File: config.mk
export PLATFORM = sky130hd
export DESIGN_NAME = dvi_link_sequencer
export DESIGN_NICKNAME = d
export VERILOG_FILES = /design/src/rtl/dvi_pkg.sv /design/src/rtl/sync_2ff.sv /design/src/rtl/dvi_link_sequencer.sv
export SDC_FILE = /design/constraint.sdc
export NUM_CORES = 1
export LEC_CHECK = 0
export BUFFER_PORTS_ARGS = -buffer_cell sky130_fd_sc_hd__buf_2
export CAP_MARGIN = 20
export CORE_MARGIN = 2
export CORE_UTILIZATION = 53
export CTS_BUF_LIST = sky130_fd_sc_hd__clkbuf_4 sky130_fd_sc_hd__clkbuf_8
export CTS_CLUSTER_SIZE = 16
export DETAILED_ROUTE_END_ITERATION = 6
export GPL_ROUTABILITY_DRIVEN = 0
export GPL_TIMING_DRIVEN = 0
export PLACE_DENSITY = 0.83
export SLEW_MARGIN = 20
export SYNTH_ARGS = -nofsm -noshare
export SYNTH_HDL_FRONTEND = slang
export SYNTH_SLANG_ARGS = --single-unit
File: constraint.sdc
create_clock -name i_clk -period 3.7 [get_ports i_clk]
set_input_delay 0.37 -clock i_clk [delete_from_list [all_inputs] [get_ports i_clk]]
set_output_delay 0.37 -clock i_clk [all_outputs]
set_load 0.005 [all_outputs]
File: src/rtl/dvi_pkg.sv
`default_nettype none
// ============================================================================
//  Module      : dvi_pkg
//  Description : Shared definitions for the DVI/TMDS output path. Holds the
//                link sequencer state encoding and the relock counter width,
//                both also decoded by the status/debug register block.
//  Revision    : 1.0 - initial release
// ============================================================================
package dvi_pkg;

    // Link sequencer state encoding (read back through the status block,
    // so the numeric values are part of the register map).
    localparam int         c_STATE_W      = 3;
    localparam logic [2:0] c_ST_IDLE       = 3'd0;
    localparam logic [2:0] c_ST_RESET      = 3'd1;
    localparam logic [2:0] c_ST_SETTLE     = 3'd2;
    localparam logic [2:0] c_ST_WAIT_FRAME = 3'd3;
    localparam logic [2:0] c_ST_RUN        = 3'd4;

    // Relock event counter
    localparam int         c_RELOCK_W     = 8;
    localparam logic [c_RELOCK_W-1:0] c_RELOCK_MAX = '1;

endpackage : dvi_pkg
`default_nettype wire

File: src/rtl/sync_2ff.sv
`default_nettype none
// ============================================================================
//  Module      : sync_2ff
//  Description : Two-flop synchronizer for a single asynchronous level.
//                Both flops carry ASYNC_REG so placement keeps them adjacent.
//  Ports       : i_clk  - destination clock
//                i_rst  - synchronous active-high reset (output forced low)
//                i_d    - asynchronous input level
//                o_q    - synchronized level, two destination cycles late
//  Revision    : 1.0 - initial release
// ============================================================================
module sync_2ff (
    input  logic i_clk,
    input  logic i_rst,
    input  logic i_d,
    output logic o_q
);

    (* ASYNC_REG = "TRUE" *) logic r_meta;
    (* ASYNC_REG = "TRUE" *) logic r_sync;

    always_ff @(posedge i_clk) begin
        if (i_rst) begin
            r_meta <= 1'b0;
            r_sync <= 1'b0;
        end else begin
            r_meta <= i_d;
            r_sync <= r_meta;
        end
    end

    assign o_q = r_sync;

endmodule : sync_2ff
`default_nettype wire

File: src/rtl/dvi_link_sequencer.sv
`default_nettype none
// ============================================================================
//  Module      : dvi_link_sequencer
//  Description : Bring-up / recovery sequencer for the DVI TMDS output path.
//                Qualifies MMCM lock, holds the OSERDES in reset, releases
//                them, blanks for a settle period and enables video on a
//                frame boundary. Lock loss or disable drops back to IDLE.
//  Ports       : i_clk          - pixel clock (serializer CLKDIV)
//                i_rst          - synchronous active-high reset
//                i_mmcm_locked  - MMCM lock, asynchronous
//                i_enable       - link enable request
//                i_frame_start  - one-cycle start-of-frame pulse
//                o_rst_oserdes  - serializer reset, active high
//                o_tx_enable    - 1: video/data, 0: control tokens
//                o_link_up      - link in RUN
//                o_relock_count - saturating count of lock-loss exits from RUN
//  Revision    : 1.0 - initial release
// ============================================================================
module dvi_link_sequencer
    import dvi_pkg::*;
#(
    parameter int LOCK_STABLE_CYCLES = 1024,
    parameter int RST_HOLD_CYCLES    = 16,
    parameter int SETTLE_CYCLES      = 64
) (
    input  logic                  i_clk,
    input  logic                  i_rst,
    input  logic                  i_mmcm_locked,
    input  logic                  i_enable,
    input  logic                  i_frame_start,
    output logic                  o_rst_oserdes,
    output logic                  o_tx_enable,
    output logic                  o_link_up,
    output logic [c_RELOCK_W-1:0] o_relock_count
);

    localparam int c_STABLE_W = $clog2(LOCK_STABLE_CYCLES + 1);
    localparam int c_HOLD_W   = $clog2(RST_HOLD_CYCLES + 1);
    localparam int c_SETTLE_W = $clog2(SETTLE_CYCLES + 1);

    localparam logic [c_STABLE_W-1:0] c_STABLE_MAX = c_STABLE_W'(LOCK_STABLE_CYCLES);
    localparam logic [c_HOLD_W-1:0]   c_HOLD_LAST  = c_HOLD_W'(RST_HOLD_CYCLES - 1);
    localparam logic [c_SETTLE_W-1:0] c_SETTLE_LAST = c_SETTLE_W'(SETTLE_CYCLES - 1);

    logic                  w_lock_s;
    logic                  w_abort;

    logic [c_STATE_W-1:0]  r_state;
    logic [c_STABLE_W-1:0] r_stable_cnt;
    logic [c_HOLD_W-1:0]   r_hold_cnt;
    logic [c_SETTLE_W-1:0] r_settle_cnt;
    logic                  r_rst_oserdes;
    logic                  r_tx_enable;
    logic                  r_link_up;
    logic [c_RELOCK_W-1:0] r_relock_count;

    // ------------------------------------------------------------------------
    // Lock synchronizer
    // ------------------------------------------------------------------------
    sync_2ff u_lock_sync (
        .i_clk (i_clk),
        .i_rst (i_rst),
        .i_d   (i_mmcm_locked),
        .o_q   (w_lock_s)
    );

    // Lock loss outranks disable; both only matter once the link has left
    // IDLE (IDLE already holds the serializers in reset).
    assign w_abort = (r_state != c_ST_IDLE) && (!w_lock_s || !i_enable);

    // ------------------------------------------------------------------------
    // Sequencer: state, cycle counters and registered outputs
    // ------------------------------------------------------------------------
    always_ff @(posedge i_clk) begin
        if (i_rst) begin
            r_state        <= c_ST_IDLE;
            r_stable_cnt   <= '0;
            r_hold_cnt     <= '0;
            r_settle_cnt   <= '0;
            r_rst_oserdes  <= 1'b1;
            r_tx_enable    <= 1'b0;
            r_link_up      <= 1'b0;
            r_relock_count <= '0;
        end else begin
            // Lock qualification runs in every state; any abort below
            // overrides it so re-entry always re-qualifies from zero.
            if (!w_lock_s) begin
                r_stable_cnt <= '0;
            end else if (r_stable_cnt != c_STABLE_MAX) begin
                r_stable_cnt <= r_stable_cnt + 1'b1;
            end

            if (w_abort) begin
                r_state       <= c_ST_IDLE;
                r_stable_cnt  <= '0;
                r_rst_oserdes <= 1'b1;
                r_tx_enable   <= 1'b0;
                r_link_up     <= 1'b0;
                if (r_state == c_ST_RUN && !w_lock_s &&
                    r_relock_count != c_RELOCK_MAX) begin
                    r_relock_count <= r_relock_count + 1'b1;
                end
            end else begin
                case (r_state)
                    c_ST_IDLE: begin
                        r_rst_oserdes <= 1'b1;
                        r_tx_enable   <= 1'b0;
                        r_link_up     <= 1'b0;
                        if (r_stable_cnt == c_STABLE_MAX && i_enable) begin
                            r_state    <= c_ST_RESET;
                            r_hold_cnt <= '0;
                        end
                    end

                    c_ST_RESET: begin
                        if (r_hold_cnt == c_HOLD_LAST) begin
                            r_state       <= c_ST_SETTLE;
                            r_settle_cnt  <= '0;
                            r_rst_oserdes <= 1'b0;
                        end else begin
                            r_hold_cnt <= r_hold_cnt + 1'b1;
                        end
                    end

                    // Frame pulses seen here are deliberately dropped.
                    c_ST_SETTLE: begin
                        if (r_settle_cnt == c_SETTLE_LAST) begin
                            r_state <= c_ST_WAIT_FRAME;
                        end else begin
                            r_settle_cnt <= r_settle_cnt + 1'b1;
                        end
                    end

                    c_ST_WAIT_FRAME: begin
                        if (i_frame_start) begin
                            r_state     <= c_ST_RUN;
                            r_tx_enable <= 1'b1;
                            r_link_up   <= 1'b1;
                        end
                    end

                    c_ST_RUN: begin
                        r_tx_enable <= 1'b1;
                        r_link_up   <= 1'b1;
                    end

                    default: begin
                        r_state       <= c_ST_IDLE;
                        r_rst_oserdes <= 1'b1;
                        r_tx_enable   <= 1'b0;
                        r_link_up     <= 1'b0;
                    end
                endcase
            end
        end
    end

    assign o_rst_oserdes  = r_rst_oserdes;
    assign o_tx_enable    = r_tx_enable;
    assign o_link_up      = r_link_up;
    assign o_relock_count = r_relock_count;

endmodule : dvi_link_sequencer
`default_nettype wire

After elaboration in Yosys (flattened, before gate mapping)
Cells that the tools add are included.
Widths: inputs -> output; s select.
- bits in registers: 38
- input bits: 5
- output and inout port bits: 11
- logic and storage cells: 69
- $add $sub $neg: 4
- eq/ne operators: 15
- multiplexer cells: 15
- bitwise logic cells: 5
- reductions and logical operators: 21
- operator list (cell ; count):
    $pmux 3 s5 ; 1
    $mux 7 ; 2
    $pmux 7 s2 ; 1
    $mux 3 ; 4
    $ne 2x2->1 const B ; 6
    $add 11x1->11 const B ; 1
    $eq 11x11->1 const B ; 1
    $ne 11x11->1 const B ; 1
    $mux 5 ; 2
    $pmux 5 s2 ; 1
    $add 8x1->8 const B ; 1
    $ne 8x8->1 const B ; 1
    $reduce_and 4->1 ; 2
    $add 7x1->7 const B ; 1
    $eq 7x6->1 const B ; 1
    $eq 3x2->1 const B ; 2
    $reduce_and 2->1 ; 3
    $reduce_or 3->1 ; 2
    $add 5x1->5 const B ; 1
    $eq 5x4->1 const B ; 1
    $not 1->1 ; 5
    $reduce_and 5->1 ; 1
    $logic_and 1x1->1 ; 4
    $reduce_bool 2->1 ; 2
    other kinds (10) ; 13

Depth between registers and ports, before layout
Gate-level depths: netlist of run 1.
- word-level depth: 5
- depth in mapped cells: 8
- depth with buffers taken out: 7

By module
From an unflattened synthesis of run 1, not the netlist that was laid out.
- cells, all modules: 222
- area, all modules: 1908.1 µm²
- by module, submodules not included (module ; times used ; cells each ; area each (µm²) ; seq. area each (µm²)):
    dvi_link_sequencer ; 1 ; 218 ; 1855.5 ; 720.7
    sync_2ff ; 1 ; 4 ; 52.6 ; 40.0

Least setup slack after synthesis of run 1
OpenSTA, ideal clock, no wires.
- kind: register to register
- from: register r_hold_cnt[0]
- to: register r_settle_cnt[3]
- library setup time: 70 ps
- data arrival time: 1831 ps
- required time: 3630 ps
- slack: 1799 ps
- stages on the path, launching flop included: 9
- path buffers: 1
- clock period less this slack: 1901 ps
- path through: dfxtp_1 -> ha_1 -> and3_1 -> ha_1 -> a21o_1 -> o2111ai_1 -> clkbuf_1 -> or3_1 -> a21oi_1
- cells in the longest elaborated chain, start to end: 3
- RTL lines (element ; line ; source):
    from (decl) ; dvi_link_sequencer.sv:50 ; logic [c_HOLD_W-1:0] r_hold_cnt;
    from (signal assigned) ; dvi_link_sequencer.sv:121 ; r_hold_cnt <= r_hold_cnt + 1'b1;
    $eq 5x4->1 ; dvi_link_sequencer.sv:116 ; if (r_hold_cnt == c_HOLD_LAST) begin
    $ne 2x2->1 (no line) ; - ;
    $reduce_and 4->1 (no line) ; - ;
    to (signal assigned) ; dvi_link_sequencer.sv:130 ; r_settle_cnt <= r_settle_cnt + 1'b1;
    to (decl) ; dvi_link_sequencer.sv:51 ; logic [c_SETTLE_W-1:0] r_settle_cnt;
No other way between the ends.
A chain may end at the register's enable or synchronous reset.

Worst setup path in the final report of run 1
Ends and elaborated chain as after synthesis.

==> results of run 1 <==
## cells in the mapped netlist, drive strengths merged (3+ instances only)
| cell | number | share of area (%) |
|---|---|---|
| nand2 | 16 | 3.2 |
| or3 | 8 | 2.7 |
| o21ai | 8 | 2.1 |
| nand3 | 15 | 4.0 |
| nor2b | 4 | 1.3 |
| nand4 | 6 | 2.0 |
| a21oi | 17 | 4.5 |
| clkbuf | 6 | 1.2 |
| xnor2 | 5 | 2.3 |
| dfxtp | 38 | 40 |
| nor2 | 21 | 4.2 |
| mux2i | 3 | 1.6 |
| o31ai | 7 | 2.8 |
| xor2 | 6 | 2.8 |
| inv | 9 | 1.8 |
| or4 | 6 | 2.4 |
| ha | 6 | 4.0 |
| buf | 3 | 1.6 |
## where the power goes
| group | internal [µW] | leakage [µW] | switching, µW | total, µW |
|---|---|---|---|---|
| sequential | 410 | 0.000306 | 1.16 | 411 |
| clock | 142 | 0.0000374 | 146 | 287 |
| combinational | 5.00 | 0.000399 | 9.26 | 14.3 |
| total | 557 | 0.000743 | 156 | 713 |
## metal layers
| layer | vias up | share of wire [%] | GRT usage (%) |
|---|---|---|---|
| li1 | 843 | - | - |
| met1 | 738 | 48 | 25.4 |
| met2 | 27 | 46 | 33.9 |
| met3 | 6 | 4.5 | 4.46 |
| met4 | 0 | 1.5 | 9.78 |
| met5 | - | 0 | 0 |
## per-stage QoR
stage / cells / utilization (%) / total power (µW) / hold slack (ns) / area (µm²)
finish: 287 / 62.4 / 713 / 0.217 / 2100
global route: 287 / 62.4 / 739 / 0.211 / 2100
CTS: 287 / 62.4 / 721 / 0.217 / 2100
detailed placement: 279 / 60.0 / 435 / 0.442 / 2020
global placement: 279 / 60.0 / 435 / 0.447 / 2020
floorplan: 218 / - / 429 / 0.414 / 1880
## final timing paths
path	to	from	slack (ns)
worst max-delay path	r_settle_cnt[3]	r_hold_cnt[0]	1.41
worst min-delay path	u_lock_sync.r_meta	i_mmcm_locked	0.22
worst max register to register	r_settle_cnt[3]	r_hold_cnt[0]	1.41
worst min register to register	u_lock_sync.o_q	u_lock_sync.r_meta	0.47
## final cells by class
class                   instances  area [µm²]
flip-flops and latches         38         761
repair buffers                 15        75.1
multi-input cells             162        1040
clock inverters                 3        45.0
fillers                       323        1260
inverters                       9        33.8
clock buffers                   5        37.5
plain buffers                   9        52.6
well taps                      46        57.6
## cell families (layout without fill, tap and decap cells)
family          after synthesis  count (layout)  share of synthesized area (%)
fa+ha+maj                     6               6                           3.98
mux                           3               3                           1.59
compound gates               46              46                           16.4
buf+inv                      18              41                           4.58
flops                        38              38                           40.4
xor+xnor                     11              11                           5.11
simple gates                 96              96                           28.0
## state kept, by name, summed over array words and instances (netlist names)
register,count
o_rst_oserdes,1
u_lock_sync.o_q,1
r_settle_cnt,7
o_link_up,1
u_lock_sync.r_meta,1
r_stable_cnt,11
r_hold_cnt,5
r_state,3
o_relock_count,8
==> flow_summary_export.csv, run 1 <==
group,metric,value,unit
pwr,vdd_drop_max,0.000186,V
clocking,cts.clk_slew.worst_paths,0.13,ns
sta,min_period_over_period,61.8,%
logic_synthesis,synth_nets,229,
floorplanning,core,3360,µm²
grt,grt_pass1_vias,1538,
sta,maxSlewViolCount,0,
clocking,cts_buffers,5,
setup_path,critPathSlowestCell,"dfxtp_1",
detailed_routing,viasPerCell,5.62,
pwr,pwr_density_cell,340,nW/µm²
cells_and_area,area_delta_synth_final,11.4,%
cells_and_area,final_cell_mix,"38 x dfxtp_1, 21 x nor2_1, 17 x a21oi_1, 16 x nand2_1",
logic_synthesis,synthCells,218,
sta,post-route-min-period,2.29,ns
setup_path,arrival,2.57,ns
setup_path,path_delay_family,"simple AND/OR/NAND/NOR gates",
clocking,clock_latency,0.36,ns
detailed_routing,vias,1614,
sta,fin_worst_skew,0.0141,ns
placement,portBuffers,15,
clocking,htreeDepth,2,
floorplanning,io_pins,16,
detailed_routing,routedWlPerCell,12.8,µm
setup_path,worstPathCellList,"ha_1 -> and3_1 -> ha_1 -> a21o_1 -> o2111ai_1 -> clkbuf_1 -> or3_1 -> a21oi_1",
hold_path,min_path_cells,2,
pwr,power_leakage,0.000743,µW
floorplanning,die_y,63.6,µm
floorplanning,start_util,56.0,%
logic_synthesis,synth_enable_flop_cells,0,
sta,setup_viol,0,
floorplanning,die_w,63.6,µm
job,cap_violations,0,
detailed_routing,ant_nets,0,
placement,dp_slack,1.51,ns
setup_path,path_max_fanout,10,
clocking,postCtsSetupBuffers,0,
detailed_routing,routed_wl,3680,µm
placement,place_hpwl,2650,µm
hold_path,hp-class,"input pin to flip-flop",
status,status,"finished, final reports clean",
clocking,clockRootBuffer,"clkbuf_4",
sta,maxSlewHeadroom,68.8,%
grt,gr-total-overflow,0,
floorplanning,rows,21,
detailed_routing,drc_errors,0,
cells_and_area,final_nets,251,
logic_synthesis,synth-async-reset-ratio,0,%
logic_synthesis,synth_seq_area_share,40.4,%
logic_synthesis,synth_seq_cells,38,
cells_and_area,final_common_cell,"dfxtp_1",
clocking,cts-resized-gates,0,
sta,rsz0062_at_grt,"false",
grt,grt_pass1_wl,6640,µm
setup_path,slowest_delay,0.43,ns
grt,grt_use_total,20.6,%
setup_path,path_class,"flip-flop to flip-flop",
clocking,cts_sinks,38,
clocking,clockBufferDepth,2,
sta,layout_setup_ws,1.41,ns
setup_path,worstSetupEndpointType,"flip-flop",
logic_synthesis,ys_warn_count,0,
cells_and_area,layout-drive-gt1-share,11.6,%
sta,worstMarginPinSlew,0.461,ns
detailed_routing,initialDrtViolationCount,107,
clocking,hold_buffers,0,
detailed_routing,dr.pass1.iters,4,
setup_path,crit_path_frequent_cell,"ha_1",
sta,max_clock_freq,438,MHz
logic_synthesis,syn_avg_cell_area,8.64,µm²
floorplanning,die-area,4050,µm²
cells_and_area,diodes,0,
setup_path,worst-r2r-cell-count,8,
setup_path,cp_data_required_time,3.99,ns
logic_synthesis,ys_types,48,
grt,grt_max_degree,14,
sta,setup_tns,0,ns
logic_synthesis,synth_top_flop_cell,"dfxtp_1",
clocking,cts_tree,"yes",
setup_path,start_kind,"flip-flop",
setup_path,cp.depth,8,
setup_path,critPathBufInv,1,
grt,grt_antenna_before_repair,0,
logic_synthesis,syn_area,1880,µm²
sta,hold_viol_final,0,
No activity file was read; power rests on OpenSTA's default activity.
==> run 2: changes to the inputs <==
--- a/config.mk
+++ b/config.mk
@@ -14,7 +14,7 @@
 export DETAILED_ROUTE_END_ITERATION = 6
 export GPL_ROUTABILITY_DRIVEN = 0
 export GPL_TIMING_DRIVEN = 0
-export PLACE_DENSITY = 0.83
+export PLACE_DENSITY = 0.86
 export SLEW_MARGIN = 20
 export SYNTH_ARGS = -nofsm -noshare
 export SYNTH_HDL_FRONTEND = slang
==> constraint.sdc (replaced) <==
create_clock -name i_clk -period 1.89 [get_ports i_clk]
set_input_delay 0.189 -clock i_clk [delete_from_list [all_inputs] [get_ports i_clk]]
set_output_delay 0.189 -clock i_clk [all_outputs]
set_load 0.005 [all_outputs]
==> run 2 against run 1 <==
The flow now finishes with violations (negative setup slack). Critical path type unchanged. Largest cell class unchanged. Sequential share of layout area fell by 1.6 points. Cell count grew 2.4%. Routed wire length is 12% higher. Setup slack got worse by 1.4 ns. Via count is 7.2% higher. Combinational power rose by 120%. Non-clock buffer count up 8. Largest power group unchanged. Fmax up 20%.
==> flow_summary_export.csv, run 2 (synthesis gave the netlist of run 1 again) <==
group,metric,value,unit
floorplanning,start_util,56.0,%
floorplanning,die_w,63.6,µm
setup_path,worstSetupEndpointType,"flip-flop",
sta,rsz0062_at_grt,"true",
grt,gr-total-overflow,0,
cells_and_area,final_common_cell,"dfxtp_1",
sta,post-route-min-period,1.90,ns
cells_and_area,largest_reg_flops,11,
floorplanning,io_pins,16,
setup_path,rr_startpoint,"r_hold_cnt[0]",
floorplanning,core,3360,µm²
clocking,clockRootBuffer,"clkbuf_4",
pwr,fin_total_pwr,1240,µW
floorplanning,rows,21,
hold_path,hp-class,"input pin to flip-flop",
pwr,p_switching,288,µW
hold_path,min-delay-start,"i_mmcm_locked",
grt,grt_max_degree,12,
setup_path,worstPathCellList,"ha_4 -> and3_4 -> ha_4 -> a21o_1 -> o2111ai_4 -> buf_6 -> buf_4 -> o31ai_1 -> a21oi_1",
hold_path,min_to,"u_lock_sync.r_meta",
pwr,vdd_drop_max,0.000440,V
setup_path,slowest_delay,0.37,ns
detailed_routing,dr.pass1.iters,4,
clocking,cts_sinks,38,
sta,min_period_over_period,101,%
pwr,p_int,947,µW
grt,grt_antenna_before_repair,0,
cells_and_area,top_register,"r_stable_cnt",
pwr,power_frac_comb,2.5,%
sta,maxSlewViolCount,0,
floorplanning,die_y,63.6,µm
detailed_routing,ant_nets,0,
detailed_routing,vias,1731,
setup_path,cp_data_required_time,2.12,ns
setup_path,crit_path_frequent_cell,"ha_4",
setup_path,start_kind,"flip-flop",
setup_path,critPathSlowestCell,"dfxtp_2",
clocking,htreeDepth,2,
placement,portBuffers,15,
job,cap_violations,0,
clocking,hold_buffers,0,
clocking,clock_latency,0.35,ns
clocking,cts_tree,"yes",
sta,fin_worst_skew,0.0189,ns
setup_path,arrival,2.13,ns
floorplanning,die-area,4050,µm²
placement,place_hpwl,2570,µm
hold_path,min_path_cells,2,
setup_path,path_max_fanout,6,
clocking,cts_buffers,5,
status,status,"complete, but fails checks",
grt,grt_use_total,20.7,%
cells_and_area,diodes,0,
pwr,switching_share,23.3,%
setup_path,worst-r2r-cell-count,9,
setup_path,r2r_setup_slack,-0.01,ns
clocking,clockBufferDepth,2,
setup_path,path_delay_family,"compound AO/OA/AOI/OAI gates",
pwr,seqPwrFrac,65.2,%
status,violations,"negative setup slack",
pwr,power_leakage,0.000779,µW
cells_and_area,layout-drive-gt1-share,21.4,%
cells_and_area,final_nets,259,
grt,grt_pass1_wl,6710,µm
sta,worstMarginPinSlew,0.516,ns
setup_path,path_class,"flip-flop to flip-flop",
sta,layout_setup_ws,-0.0113,ns
detailed_routing,routed_wl,4120,µm
detailed_routing,viasPerCell,5.89,
pwr,pwr_density_cell,558,nW/µm²
sta,setup_viol,1,
sta,max_clock_freq,526,MHz
cells_and_area,postLayoutCellArea,2210,µm²
setup_path,reg2reg_to,"r_settle_cnt[6]",
sta,maxSlewHeadroom,65.6,%
detailed_routing,routedWlPerCell,14.0,µm
placement,dpl-instance-area,2020,µm²
setup_path,critPathBufInv,2,
sta,hold_viol_final,0,
clocking,cts.clk_slew.worst_paths,0.12,ns
cells_and_area,area_delta_synth_final,17.5,%
detailed_routing,initialDrtViolationCount,129,
grt,grt_pass1_vias,1586,
cells_and_area,final_cell_mix,"33 x dfxtp_1, 21 x nor2_1, 16 x buf_2, 15 x nand3_1, 15 x nand2_1",
pwr,p_clk_share,32.3,%
detailed_routing,drc_errors,0,
==> run 2: worst max-delay path by stage <==
stage	end	depth (start not counted)	from	slack, ns
floorplan	r_settle_cnt[3]	8	r_hold_cnt[0]	0.02
global placement	r_settle_cnt[4]	8	r_hold_cnt[0]	-0.18
detailed placement	r_settle_cnt[3]	8	r_hold_cnt[0]	-0.24
CTS	o_relock_count[4]	6	r_state[0]	0.0009
global route	r_settle_cnt[6]	9	r_hold_cnt[0]	-0.08
finish	r_settle_cnt[6]	9	r_hold_cnt[0]	-0.01
==> run 2: metrics by stage <==
step | hold slack, ns | std cells | setup TNS (ns) | setup slack (ns) | util, %
detailed placement | 0.431 | 279 | -1.53 | -0.238 | 60.0
CTS | 0.0772 | 292 | 0 | 0.000904 | 63.7
finish | 0.0758 | 294 | -0.0113 | -0.0113 | 65.8
global route | 0.0709 | 294 | -0.174 | -0.0808 | 65.8
global placement | 0.406 | 279 | -0.859 | -0.176 | 60.0
floorplan | 0.317 | 218 | 0 | 0.0194 | -
==> run 2: power by group through the flow <==
stage / sequential [µW] / combinational, µW / clock [µW]
6_report: 806 / 31.0 / 398
5_1_grt: 806 / 34.7 / 434
4_1_cts: 806 / 29.2 / 402
3_5_place_dp: 824 / 28.4 / 0
3_3_place_gp: 824 / 27.7 / 0
2_1_floorplan: 823 / 16.9 / 0
==> run 2: layer usage <==
metal / vias to the layer above / track usage, % / share of wire, %
li1: 861 / - / -
met1: 826 / 24.8 / 45
met2: 35 / 35.0 / 49
met3: 9 / 6.07 / 3.7
met4: 0 / 7.88 / 2.0
met5: - / 0 / 0
==> run 2: layout make-up <==
| cell class | instances | area [µm²] |
|---|---|---|
| inverter | 9 | 33.8 |
| clock inverter | 2 | 10.0 |
| timing repair buffer | 23 | 130 |
| tap | 46 | 57.6 |
| sequential | 38 | 767 |
| buffer | 9 | 60.1 |
| fill | 302 | 1150 |
| multi-input combinational | 162 | 1120 |
| clock buffer | 5 | 37.5 |
==> run 2: timing repair <==
action | in CTS | in global routing
endpoints found under the setup margin | 17 | 20
gates resized for setup | 9 | 14
pin swaps | 2 | 6
endpoints found under the hold margin | 0 | 0
gates cloned | 1 | 1
setup buffers | 5 | 1
==> run 3: changes to the inputs <==
--- a/config.mk
+++ b/config.mk
@@ -5,8 +5,10 @@
 export SDC_FILE = /design/constraint.sdc
 export NUM_CORES = 1
 export LEC_CHECK = 0
+export ABC_AREA = 1
 export BUFFER_PORTS_ARGS = -buffer_cell sky130_fd_sc_hd__buf_2
 export CAP_MARGIN = 20
+export CORE_ASPECT_RATIO = 1.25
 export CORE_MARGIN = 2
 export CORE_UTILIZATION = 53
 export CTS_BUF_LIST = sky130_fd_sc_hd__clkbuf_4 sky130_fd_sc_hd__clkbuf_8
@@ -14,7 +16,7 @@
 export DETAILED_ROUTE_END_ITERATION = 6
 export GPL_ROUTABILITY_DRIVEN = 0
 export GPL_TIMING_DRIVEN = 0
-export PLACE_DENSITY = 0.86
+export PLACE_DENSITY = 0.75
 export SLEW_MARGIN = 20
 export SYNTH_ARGS = -nofsm -noshare
 export SYNTH_HDL_FRONTEND = slang
==> run 3 against run 2 <==
Die area grew 5.7%. Sequential cell count unchanged. Routed wire length down 8.3%. The run now ends clean. Largest power group unchanged. Non-clock buffer count is 14 lower. First-iteration DRC count fell by 44%. Combinational power rose to 12 times the previous value. Critical path depth rose by 1.
==> flow_summary_export.csv, run 3 <==
group,metric,value,unit
status,status,"finished, final reports clean",
detailed_routing,drc_errors,0,
detailed_routing,initialDrtViolationCount,72,
clocking,htreeDepth,2,
detailed_routing,routedWlPerCell,10.9,µm
sta,hold_viol_final,0,
logic_synthesis,synth_enable_flop_cells,0,
setup_path,arrival,1.93,ns
floorplanning,io_pins,16,
logic_synthesis,synth_top_flop_cell,"dfxtp_1",
logic_synthesis,synth_seq_cells,38,
detailed_routing,dr.pass1.iters,6,
placement,dpl-instance-area,2120,µm²
floorplanning,rows,24,
pwr,power_frac_comb,19.5,%
cells_and_area,final_nets,317,
grt,grt_max_degree,12,
job,cap_violations,0,
clocking,hold_buffers,0,
grt,grt_antenna_before_repair,0,
logic_synthesis,synth_seq_area_share,38.1,%
placement,portBuffers,14,
clocking,cts_sinks,38,
sta,max_clock_freq,575,MHz
logic_synthesis,synthTopCellsByCount,"58 x nand2_1, 46 x nor2_1, 38 x dfxtp_1",
sta,setup_tns,0,ns
clocking,clock_latency,0.29,ns
detailed_routing,viasPerCell,5.06,
logic_synthesis,synth-async-reset-ratio,0,%
logic_synthesis,ys_warn_count,0,
sta,maxSlewViolCount,0,
detailed_routing,ant_nets,0,
logic_synthesis,yosysMostFrequentCell,"nand2_1",
cells_and_area,final_common_cell,"nand2_1",
sta,min_period_over_period,92.0,%
clocking,clockBufferDepth,2,
grt,grt_pass1_wl,6640,µm
clocking,clockRootBuffer,"clkbuf_8",
hold_path,hp-class,"input pin to flip-flop",
sta,setup_viol,0,
cells_and_area,top_register,"r_stable_cnt",
cells_and_area,area_delta_synth_final,11.3,%
pwr,switching_share,30.4,%
floorplanning,die-area,4280,µm²
pwr,p_switching,555,µW
setup_path,path_class,"flip-flop to flip-flop",
floorplanning,die_w,58.9,µm
cells_and_area,postLayoutCellArea,2220,µm²
floorplanning,core,3540,µm²
logic_synthesis,syn_area,2000,µm²
clocking,cts_tree,"yes",
setup_path,cp_data_required_time,2.08,ns
floorplanning,start_util,56.4,%
pwr,p_clk_share,32.3,%
placement,dpl.cell_count,337,
logic_synthesis,syn_avg_cell_area,7.03,µm²
sta,post-route-min-period,1.74,ns
detailed_routing,vias,1751,
cells_and_area,layout-drive-gt1-share,14.7,%
cells_and_area,largest_reg_flops,11,
detailed_routing,routed_wl,3780,µm
logic_synthesis,synth_nets,295,
sta,maxSlewHeadroom,72.0,%
floorplanning,die_y,72.6,µm
logic_synthesis,synth_area_leaders,"dfxtp_1 38%, nand2_1 11%, nor2_1 8.6%",
grt,grt_pass1_vias,1647,
setup_path,worstSetupEndpointType,"flip-flop",
placement,place_hpwl,2810,µm
logic_synthesis,ys_types,31,
pwr,seqPwrFrac,48.2,%
setup_path,path_max_fanout,6,
sta,fin_worst_skew,0.00404,ns
cells_and_area,instances_no_fill,346,
logic_synthesis,synthCells,284,
setup_path,start_kind,"flip-flop",
clocking,cts.clk_slew.worst_paths,0.07,ns
pwr,p_int,1270,µW
pwr,pwr_density_cell,821,nW/µm²
logic_synthesis,synth_largest_area_cell,"dfxtp_1",
logic_synthesis,yosysTopAreaCellShare,38.1,%
grt,grt_use_total,19.9,%
cells_and_area,diodes,0,
sta,worstMarginPinSlew,0.419,ns
pwr,power_leakage,0.000960,µW
cells_and_area,final_cell_mix,"58 x nand2_1, 46 x nor2_1, 38 x dfxtp_1, 35 x inv_1, 21 x a21oi_1",
grt,gr-total-overflow,0,
pwr,vdd_drop_max,0.000574,V
clocking,cts_buffers,5,
==> run 3: cell count changes in the layout (fill, tap and decap cells not counted), sizes merged, moves of 7 or more <==
cell   change
buf       -10
inv       +30
nand2     +46
nor2      +29
nor3       +7
o21ai      +9
or3        -8
==> run 3: routing by layer <==
metal | vias to the layer above | wire (µm) | track usage (%)
met5 | - | 0 | 0
met1 | 784 | 1780 | 23.1
met3 | 7 | 97 | 4.79
met4 | 0 | 59 | 7.83
li1 | 946 | - | -
met2 | 14 | 1850 | 34.7
==> run 3: timing repair <==
item,in CTS,in global routing
setup buffers,0,1
setup endpoints to repair,0,4
resized for setup,0,1
==> run 3: final cells by class <==
type / instances / area [µm²]
Tap cell: 39 / 48.8
Fill cell: 363 / 1320
Multi-Input combinational cell: 203 / 1070
Buffer: 3 / 15.0
Sequential cell: 38 / 761
Clock inverter: 1 / 5.00
Timing Repair Buffer: 15 / 77.6
Inverter: 40 / 151
Clock buffer: 7 / 90.1
==> run 3: path summary, 6_finish.rpt <==
check	startpoint	endpoint	slack, ns	depth (start not counted)
worst max register to register	r_hold_cnt[0]	r_hold_cnt[1]	0.15	10
worst min register to register	u_lock_sync.r_meta	u_lock_sync.o_q	0.41	2
worst min-delay path	i_mmcm_locked	u_lock_sync.r_meta	0.12	3
worst max-delay path	r_hold_cnt[0]	r_hold_cnt[1]	0.15	10
==> run 3: per-stage QoR <==
stage | power [µW] | worst slack (ns) | utilization, % | hold WS, ns
floorplan | 1160 | 0.347 | - | 0.296
global placement | 1230 | 0.149 | 59.7 | 0.389
detailed placement | 1240 | 0.159 | 59.7 | 0.408
CTS | 1840 | 0.106 | 62.4 | 0.109
global route | 1940 | -0.0223 | 62.7 | 0.118
finish | 1820 | 0.151 | 62.7 | 0.116
==> run 3: logic make-up (layout without fill, tap and decap cells) <==
family                   after synthesis  count (layout)  share of synthesized area (%)
AND/OR/NAND/NOR                      144             144                           33.0
AO/OA/AOI/OAI                         40              40                           11.1
XOR/XNOR                              13              13                           5.70
adder cells (fa/ha/maj)                6               6                           3.76
buffers and inverters                 43              66                           8.33
flip-flops                            38              38                           38.1
==> run 3: critical path, cell delays in order (launching register included) <==
cell and delay, ns:
dfxtp_1 0.34, ha_1 0.22, nand2_1 0.08, nor2_1 0.04
ha_1 0.17, inv_1 0.05, nand4_1 0.16, o21ai_2 0.22
nand2_2 0.13, o21ai_0 0.17, nor2_1 0.05
==> run 3: power groups by stage <==
stage | logic, µW | clock network, µW | registers, µW
5_1_grt | 413 | 642 | 885
4_1_cts | 346 | 613 | 878
6_report | 357 | 589 | 879
2_1_floorplan | 269 | 0 | 890
3_5_place_dp | 343 | 0 | 896
3_3_place_gp | 335 | 0 | 896
